==> config.mk <==
export PLATFORM = sky130hd
export DESIGN_NAME = load_store_unit
export DESIGN_NICKNAME = d
export VERILOG_FILES = /design/src/rtl/lsu_pkg.sv /design/src/rtl/lsu_lane_unit.sv /design/src/rtl/load_store_unit.sv
export SDC_FILE = /design/constraint.sdc
export NUM_CORES = 1
export LEC_CHECK = 0
export CORE_MARGIN = 10
export CORE_UTILIZATION = 46
export DETAILED_ROUTE_END_ITERATION = 10
export PLACE_DENSITY = 0.82
export RECOVER_POWER = 50
export SYNTH_ARGS = -nofsm -noshare
export SYNTH_HDL_FRONTEND = slang
export SYNTH_SLANG_ARGS = --single-unit
==> constraint.sdc <==
create_clock -name clk -period 2.55 [get_ports clk]
set_input_delay 0.3825 -clock clk [delete_from_list [all_inputs] [get_ports clk]]
set_output_delay 0.3825 -clock clk [all_outputs]
set_load 0.01 [all_outputs]
==> src/rtl/lsu_pkg.sv <==
// lsu_pkg: access size encodings, FSM states and lane helpers for the load/store unit
package lsu_pkg;
  localparam int MEM_DATA_W = 64;
  typedef enum logic [1:0] {SZ_B, SZ_H, SZ_W, SZ_D} size_e;
  typedef enum logic [2:0] {IDLE, RD, CAP, WR, RESP} state_e;
  function automatic logic [MEM_DATA_W-1:0] lane_mask(input size_e s);
    return s == SZ_B ? 64'hFF : s == SZ_H ? 64'hFFFF : s == SZ_W ? 64'hFFFF_FFFF : '1;
  endfunction
  function automatic logic [2:0] align_mask(input size_e s);
    return s == SZ_B ? 3'd0 : s == SZ_H ? 3'd1 : s == SZ_W ? 3'd3 : 3'd7;
  endfunction
endpackage

==> src/rtl/lsu_lane_unit.sv <==
// lsu_lane_unit: load lane extract/extend and sub-word store merge into a full memory word
module lsu_lane_unit
  import lsu_pkg::*;
(
  input  logic [MEM_DATA_W-1:0] word_i,
  input  logic [2:0]            off_i,
  input  size_e                 size_i,
  input  logic                  signed_i,
  input  logic [MEM_DATA_W-1:0] wdata_i,
  output logic [MEM_DATA_W-1:0] load_o,
  output logic [MEM_DATA_W-1:0] merge_o
);
  logic [5:0] sh;
  logic [MEM_DATA_W-1:0] lane, mask;
  assign sh = {off_i, 3'b000};
  assign lane = word_i >> sh;
  assign mask = lane_mask(size_i) << sh;
  assign load_o = size_i == SZ_B ? {{56{signed_i & lane[7]}}, lane[7:0]} :
                  size_i == SZ_H ? {{48{signed_i & lane[15]}}, lane[15:0]} :
                  size_i == SZ_W ? {{32{signed_i & lane[31]}}, lane[31:0]} : lane;
  assign merge_o = (word_i & ~mask) | ((wdata_i << sh) & mask);
endmodule

==> src/rtl/load_store_unit.sv <==
// load_store_unit: single-outstanding LDUR/STUR initiator for a 64-bit word memory, sub-word stores via RMW.
// Optional LSU_ACCESS_CNT_EN adds load/store/fault counters.
module load_store_unit
  import lsu_pkg::*;
#(
  parameter int DEPTH_WORDS = 256,
  parameter int CNT_W       = 32
) (
  input  logic        clk,
  input  logic        reset,
  input  logic        req_valid,
  output logic        req_ready,
  input  logic        req_write,
  input  logic [1:0]  req_size,
  input  logic        req_signed,
  input  logic [63:0] req_addr,
  input  logic [63:0] req_wdata,
  output logic        resp_valid,
  input  logic        resp_ready,
  output logic [63:0] resp_rdata,
  output logic        resp_fault,
  output logic [63:0] mem_address,
  output logic        mem_readMem,
  output logic        mem_writeMem,
  output logic [63:0] mem_dataInput,
  input  logic [63:0] mem_dataOutput
`ifdef LSU_ACCESS_CNT_EN
  ,
  output logic [CNT_W-1:0] load_count,
  output logic [CNT_W-1:0] store_count,
  output logic [CNT_W-1:0] fault_count
`endif
);
  localparam int IDX_W = $clog2(DEPTH_WORDS);
  state_e state_q;
  logic [IDX_W-1:0] idx_q;
  logic [2:0] off_q;
  size_e size_q;
  logic signed_q, write_q, fault_q;
  logic [63:0] buf_q, rdata_q, load_data, merged;
  size_e req_sz;
  logic fault;
  assign req_sz = size_e'(req_size);
  assign fault = |(req_addr[2:0] & align_mask(req_sz)) || req_addr[63:3] >= 61'(DEPTH_WORDS);
  lsu_lane_unit u_lane (
    .word_i   (mem_dataOutput),
    .off_i    (off_q),
    .size_i   (size_q),
    .signed_i (signed_q),
    .wdata_i  (buf_q),
    .load_o   (load_data),
    .merge_o  (merged)
  );
  always_ff @(posedge clk)
    if (reset) begin
      state_q <= IDLE;
      idx_q <= '0;
      off_q <= '0;
      size_q <= SZ_B;
      signed_q <= 1'b0;
      write_q <= 1'b0;
      fault_q <= 1'b0;
      buf_q <= '0;
      rdata_q <= '0;
    end else
      case (state_q)
        IDLE: if (req_valid) begin
          idx_q <= req_addr[3 +: IDX_W];
          off_q <= req_addr[2:0];
          size_q <= req_sz;
          signed_q <= req_signed;
          write_q <= req_write;
          buf_q <= req_wdata;
          fault_q <= fault;
          rdata_q <= '0;
          state_q <= fault ? RESP : (req_write && req_sz == SZ_D) ? WR : RD;
        end
        RD: state_q <= CAP;
        CAP: if (write_q) begin
          buf_q <= merged;
          state_q <= WR;
        end else begin
          rdata_q <= load_data;
          state_q <= RESP;
        end
        WR: state_q <= RESP;
        RESP: if (resp_ready) begin
          rdata_q <= '0;
          fault_q <= 1'b0;
          state_q <= IDLE;
        end
        default: state_q <= IDLE;
      endcase
`ifdef LSU_ACCESS_CNT_EN
  always_ff @(posedge clk)
    if (reset) begin
      load_count <= '0;
      store_count <= '0;
      fault_count <= '0;
    end else if (state_q == RESP && resp_ready) begin
      if (fault_q) fault_count <= fault_count + 1'b1;
      else if (write_q) store_count <= store_count + 1'b1;
      else load_count <= load_count + 1'b1;
    end
`endif
  assign req_ready = state_q == IDLE;
  assign resp_valid = state_q == RESP;
  assign resp_rdata = rdata_q;
  assign resp_fault = fault_q;
  // Strobes are masked by reset so an in-flight access never touches memory during reset.
  assign mem_readMem = !reset && state_q == RD;
  assign mem_writeMem = !reset && state_q == WR;
  assign mem_address = (state_q == RD || state_q == CAP || state_q == WR) ? 64'(idx_q) : '0;
  assign mem_dataInput = state_q == WR ? buf_q : '0;
endmodule
# Word level (Yosys, flattened, before mapping)
# Index checks and enable logic that the tools add are counted.
# Widths: inputs -> output; s select.
word_totals:
  reg_bits: 147
  inputBits: 200
op_classes:
  n_lt_le_gt_ge: 1
  n_eq_ne: 13
  shift: 3
  mux: 27
  bitwise: 8
  reduce_logical: 19
op_table:
  columns: ["operator", "n"]
  rows:
  - ["$mux 64", 12]
  - ["$pmux 64 s3", 1]
  - ["$and 64x64->64", 2]
  - ["$pmux 64 s2", 1]
  - ["$shl 64x6->64", 2]
  - ["$not 64->64", 1]
  - ["$or 64x64->64", 1]
  - ["$shr 64x6->64", 1]
  - ["$ge 61x9->1 const B", 1]
  - ["$mux 3", 7]
  - ["$pmux 3 s5", 1]
  - ["$mux 8", 1]
  - ["$eq 2x2->1 const B", 3]
  - ["$eq 3x2->1 const B", 2]
  - ["$ne 2x2->1 const B", 3]
  - ["$reduce_and 3->1", 2]
  - ["$eq 2x1->1 const B", 2]
  - ["$logic_not 2->1", 2]
  - ["$reduce_and 2->1", 2]
  - ["$reduce_and 4->1", 1]
  - ["$reduce_bool 2->1", 2]
  - ["$and 1x1->1", 3]
  - ["$and 3x3->3", 1]
  - ["$eq 3x1->1 const B", 1]
  - ["other kinds (11)", 16]

# Logic depth before layout (Yosys ltp)
logic_depth:
  ltp_word: 10
  mapped_depth: 10
  mapped_depth_nobuf: 5

# Cells and area by module
# Synthesis repeated with hierarchy kept, for this count alone.
hier_totals:
  cells_unflattened: 1537
  hier_area_um2: 11910.2
by_module_without_submodules:
  columns: ["mod", "instances", "cells_per_inst", "area_each_um2"]
  rows:
  - ["load_store_unit", 1, 836, 7345.8]
  - ["lsu_lane_unit", 1, 701, 4564.4]

# Worst setup path before layout
# Ideal clock, no wire load.
synth_path:
  path_type: "register to register"
  startpoint: "register off_q[0]"
  endpoint: "register rdata_q[45], in the netlist resp_rdata[45]"
  setup_ns: 0.118
  t_arrival_ns: 1.961
  required_ns: 2.432
  setup_slack_ns: 0.470
  path_stages_with_launch: 8
  period_less_slack_ns: 2.080
  cell_sequence: "dfxtp_1 -> buf_2 -> mux2_2 -> o21ai_0 -> nor3_4 -> o211ai_4 -> buf_2 -> o2bb2ai_1"
synth_via:
  elab_chain_len: 7
synth_lines:
  columns: ["item", "line_no", "rtl"]
  rows:
  - ["from (decl)", "load_store_unit.sv:37", "logic [2:0] off_q;"]
  - ["from (signal assigned)", "load_store_unit.sv:69", "off_q <= req_addr[2:0];"]
  - ["$shr 64x6->64 (*)", "lsu_lane_unit.sv:16", "assign lane = word_i >> sh;"]
  - ["$and 1x1->1", "lsu_lane_unit.sv:20", "size_i == SZ_W ? {{32{signed_i & lane[31]}}, lane[31:0]} : lane;"]
  - ["$mux 64", "lsu_lane_unit.sv:20", null]
  - ["$mux 64", "lsu_lane_unit.sv:19", "size_i == SZ_H ? {{48{signed_i & lane[15]}}, lane[15:0]} :"]
  - ["$mux 64 (*)", "lsu_lane_unit.sv:18", "assign load_o = size_i == SZ_B ? {{56{signed_i & lane[7]}}, lane[7:0]} :"]
  - ["$mux 64 (*)", "load_store_unit.sv:79", "CAP: if (write_q) begin"]
  - ["$pmux 64 s3 (*)", "load_store_unit.sv:66", "case (state_q)"]
  - ["to (signal assigned)", "load_store_unit.sv:83", "rdata_q <= load_data;"]
  - ["to (decl)", "load_store_unit.sv:40", "logic [63:0] buf_q, rdata_q, load_data, merged;"]
# Mark *: on every way between the ends. The rest lies on a longest branch, timed or not. The select of a mux whose other input is x is not followed.
# A chain may end at the register's enable or synchronous reset.

# Worst setup path in the final report
layout_path:
  startpoint: "register state_q[1]"
  endpoint: "output mem_dataInput[48]"
layout_via:
  elab_chain_len: 2
layout_lines:
  columns: ["item", "line_no", "rtl"]
  rows:
  - ["from (decl)", "load_store_unit.sv:35", "state_e state_q;"]
  - ["from (signal assigned)", "load_store_unit.sv:76", "state_q <= fault ? RESP : (req_write && req_sz == SZ_D) ? WR : RD;"]
  - ["$eq 3x2->1", "load_store_unit.sv:114", "assign mem_dataInput = state_q == WR ? buf_q : '0;"]
  - ["$mux 64", "load_store_unit.sv:114", null]
  - ["to (decl)", "load_store_unit.sv:25", "output logic [63:0] mem_dataInput,"]
# Every way passes these cells.

==> summary.md <==
• completed — outcome
• 0 — count of final setup violators
• clkbuf_16 — root buffer selected by CTS
• 4505 µW — internal power component
• 173.7 µm — vertical die dimension
• 51170 µm — routed wire length
• 0 — Hold Violations, Final
• 0.01354 ns — worst-case clock skew
• off_q[0] — reg-to-reg critical path startpoint
• dfxtp_1 — flip-flop cell with the highest count after synthesis
• 0 — max-capacitance violation count
• 397.4 MHz — Max Freq
• 340 — # port buffers
• 0 — # DRC
• 39.82% — Layout Area Growth over Synthesis
• 12420 — count of vias placed by the detailed router
• dfxtp_1 — library cell with the largest summed area after synthesis
• 0 — number of flops mapped to enable cells by yosys
• 1.287 ns — transition time at the pin with the least slew margin
• 1360 — synthesized instance count
• 32 — worst-path fanout max
• 8 — Detailed Routing Iterations Pass 1
• 2.17 ns — worst endpoint required time
• register — Setup crit start kind
• 1971 — filler instances
• output port — Setup crit end kind
• 75320 µm — first-pass GRT wire length
• 0.01520 mm² — area of all placed cells without fillers
• 7.991 µm² — mean instance size in the synthesized netlist
• 0 — antenna violations before repair
• 4 — # H-tree levels
• 243 x clkdlybuf4s50_1, 142 x dfxtp_1, 131 x nand2_1, 123 x nor2_1, 112 x a21oi_1 — most frequent cells in the layout
• 2.516 ns — minimum clock period
• 0.3172 — Tot GR Track Use
• 0 — number of antenna repair diodes
• dfxtp_1 27%, mux2i_1 6.4%, a21oi_1 5.2% — top area cells in the synthesized netlist
• 25.79 µm — average wire per cell in the routed design
• 17 — number of clock buffers inserted by TritonCTS
• 0 — grt ovf
• 0.3491 — Sw Ratio
• 2416 µW — reported net switching power
• 1852 — Total Nets Final
• 147 — CTS sink count
• 0 — final-report max-slew violation count
• 0.006348 µW — leakage power of the design
• 2.13 ns — Worst EP arrival
• input port to register — Worst Hold Class
• 6.258 — detail-routed via count per cell
• 56 — FP Rows
• 1946 — Cell Count Post-Placement
• reset — hold wc startpoint
• state_q[1] — CP startpoint
• 0.2708 — fraction of post-synthesis cell area in the top cell type by area
• register to output port — worst setup path category
• 12050 — via count of the first global-routing pass
• 0.4658 — starting utilization of the core area
• 65 — number of unique standard cell types used by synthesis
• 0.2708 — fraction of the yosys area taken by sequential cells
• 0 — total of warnings raised by yosys
• 2 — Clock Path Buffers
• 173.7 µm — chip width
• 0 — asr flop ratio synth
• 0.9868 — Period Utilization, post-route
• 0.3000 ns — worst hold-check slack
• 76 — maximum number of pins on one net before global-route repair
• 0 — cts hold-fix bufs
• 455.4 mW/mm² — Cell Pwr Density
• 0.260 — relative contribution of combinational cells to total power
• 0 — antenna-violating nets left
• 0.45 ns — Clk Latency, worst-skew pair
• 0.07 ns — post-CTS clock slew at the launch and capture registers of the worst setup and hold paths
• 147 — number of synthesized register bits
• 0.1141 — ratio of cells with drive above 1 in the final layout
• 0.01087 mm² — Post-Syn Area
• 0.1419 — relative slew slack
• 1984 — Finished Layout Cells
• 0.02333 mm² — Core Region
• 0.9859 — gp weighted congestion
• 39160 µm — detailed placer's ending HPWL
• 493.5 µV — Worst IR Drop VDD
• 0.03017 mm² — full die area
• clkdlybuf4s50_1 — most common cell after layout, fill and taps aside
• 0.371 — Clk pwr share
• 0.369 — Flop pwr share
• 1652 — Iteration-0 DRC Markers
• 0.01447 mm² — Post-DP Area
• 397 — total I/O pin count
• built — clock tree from TritonCTS
-- cell usage after synthesis (all sizes together), types with 11 or more instances --
| master | number |
|---|---|
| o211ai | 33 |
| nand2 | 131 |
| or3 | 11 |
| mux2i | 70 |
| nor2b | 14 |
| o22ai | 25 |
| o21a | 11 |
| dfxtp | 147 |
| nor2 | 126 |
| buf | 112 |
| nand3 | 12 |
| clkbuf | 85 |
| o221ai | 24 |
| a32o | 16 |
| a311oi | 24 |
| nor4 | 14 |
| mux4 | 23 |
| and2 | 20 |
| o21ai | 36 |
| nand3b | 15 |
| o2bb2ai | 19 |
| a22oi | 17 |
| and3 | 74 |
| nand2b | 21 |
| a21oi | 113 |
| a211oi | 26 |
| mux2 | 34 |
| a31oi | 16 |
| o31ai | 16 |
-- metal layers --
layer | GRT usage | wire length [µm] | vias up
li1 | - | - | 5573
met1 | 0.4082 | 20280 | 5877
met2 | 0.4933 | 23080 | 830
met3 | 0.07515 | 5423 | 136
met4 | 0.1439 | 2393 | 0
met5 | 0 | 0 | -
-- area by class of cell --
cell class	count	area (µm²)	area share
clock buffers	17	425.4	0.02800
clock inverters	15	155.1	0.01021
inverters	7	30.03	0.001976
multi-input cells	1064	7083	0.4661
flip-flops and latches	147	2957	0.1946
well taps	319	399.1	0.02627
repair buffers	415	4146	0.2729
-- path summary, 6_finish.rpt --
| check | slack, ns | to | cells after the start |
|---|---|---|---|
| min | 0.30 | resp_fault | 2 |
| min reg2reg | 0.45 | idx_q[3] | 2 |
| max | 0.03 | mem_dataInput[48] | 6 |
| max reg2reg | 0.12 | buf_q[37] | 6 |
-- repair_timing --
action	in CTS	in global routing
cloned	1	0
pin swaps	1	1
resized for setup	10	28
buffers inserted	1	4
endpoints found under the setup margin	66	56
-- critical path: stages, from the launching register on --
cell	delay, ns
dfxtp_4	0.39
clkinvlp_4	0.13
nor2_4	0.16
buf_12	0.14
buf_16	0.16
and3_1	0.17
clkdlybuf4s50_1	0.53
-- power by group through the flow --
stage	sequential (µW)	clock [µW]	combinational (µW)
after global placement	2600	0	1730
final	2560	2560	1800
after CTS	2550	2550	1750
after floorplan	2520	0	1050
after detailed placement	2600	0	1740
after global routing	2570	2650	1890
-- cells by family after synthesis --
group,count (synthesis),share of synthesized area
AO/OA/AOI/OAI,422,0.2734
buffers and inverters,204,0.09820
flip-flops,147,0.2708
multiplexers,127,0.1474
other,1,0.0003451
AND/OR/NAND/NOR,459,0.2099
-- per-stage QoR --
stage / setup TNS (ns) / total power, µW / util / worst slack, ns
4_1_cts: -0.001830 / 6849 / 0.6475 / -0.001830
6_report: 0 / 6921 / 0.6513 / 0.03378
5_1_grt: -0.04906 / 7102 / 0.6513 / -0.02503
3_3_place_gp: 0 / 4333 / 0.6203 / 0.1137
3_5_place_dp: 0 / 4341 / 0.6203 / 0.06664
2_1_floorplan: 0 / 3571 / - / 0.4704
Note: power is estimated with default switching activity, not from simulation.
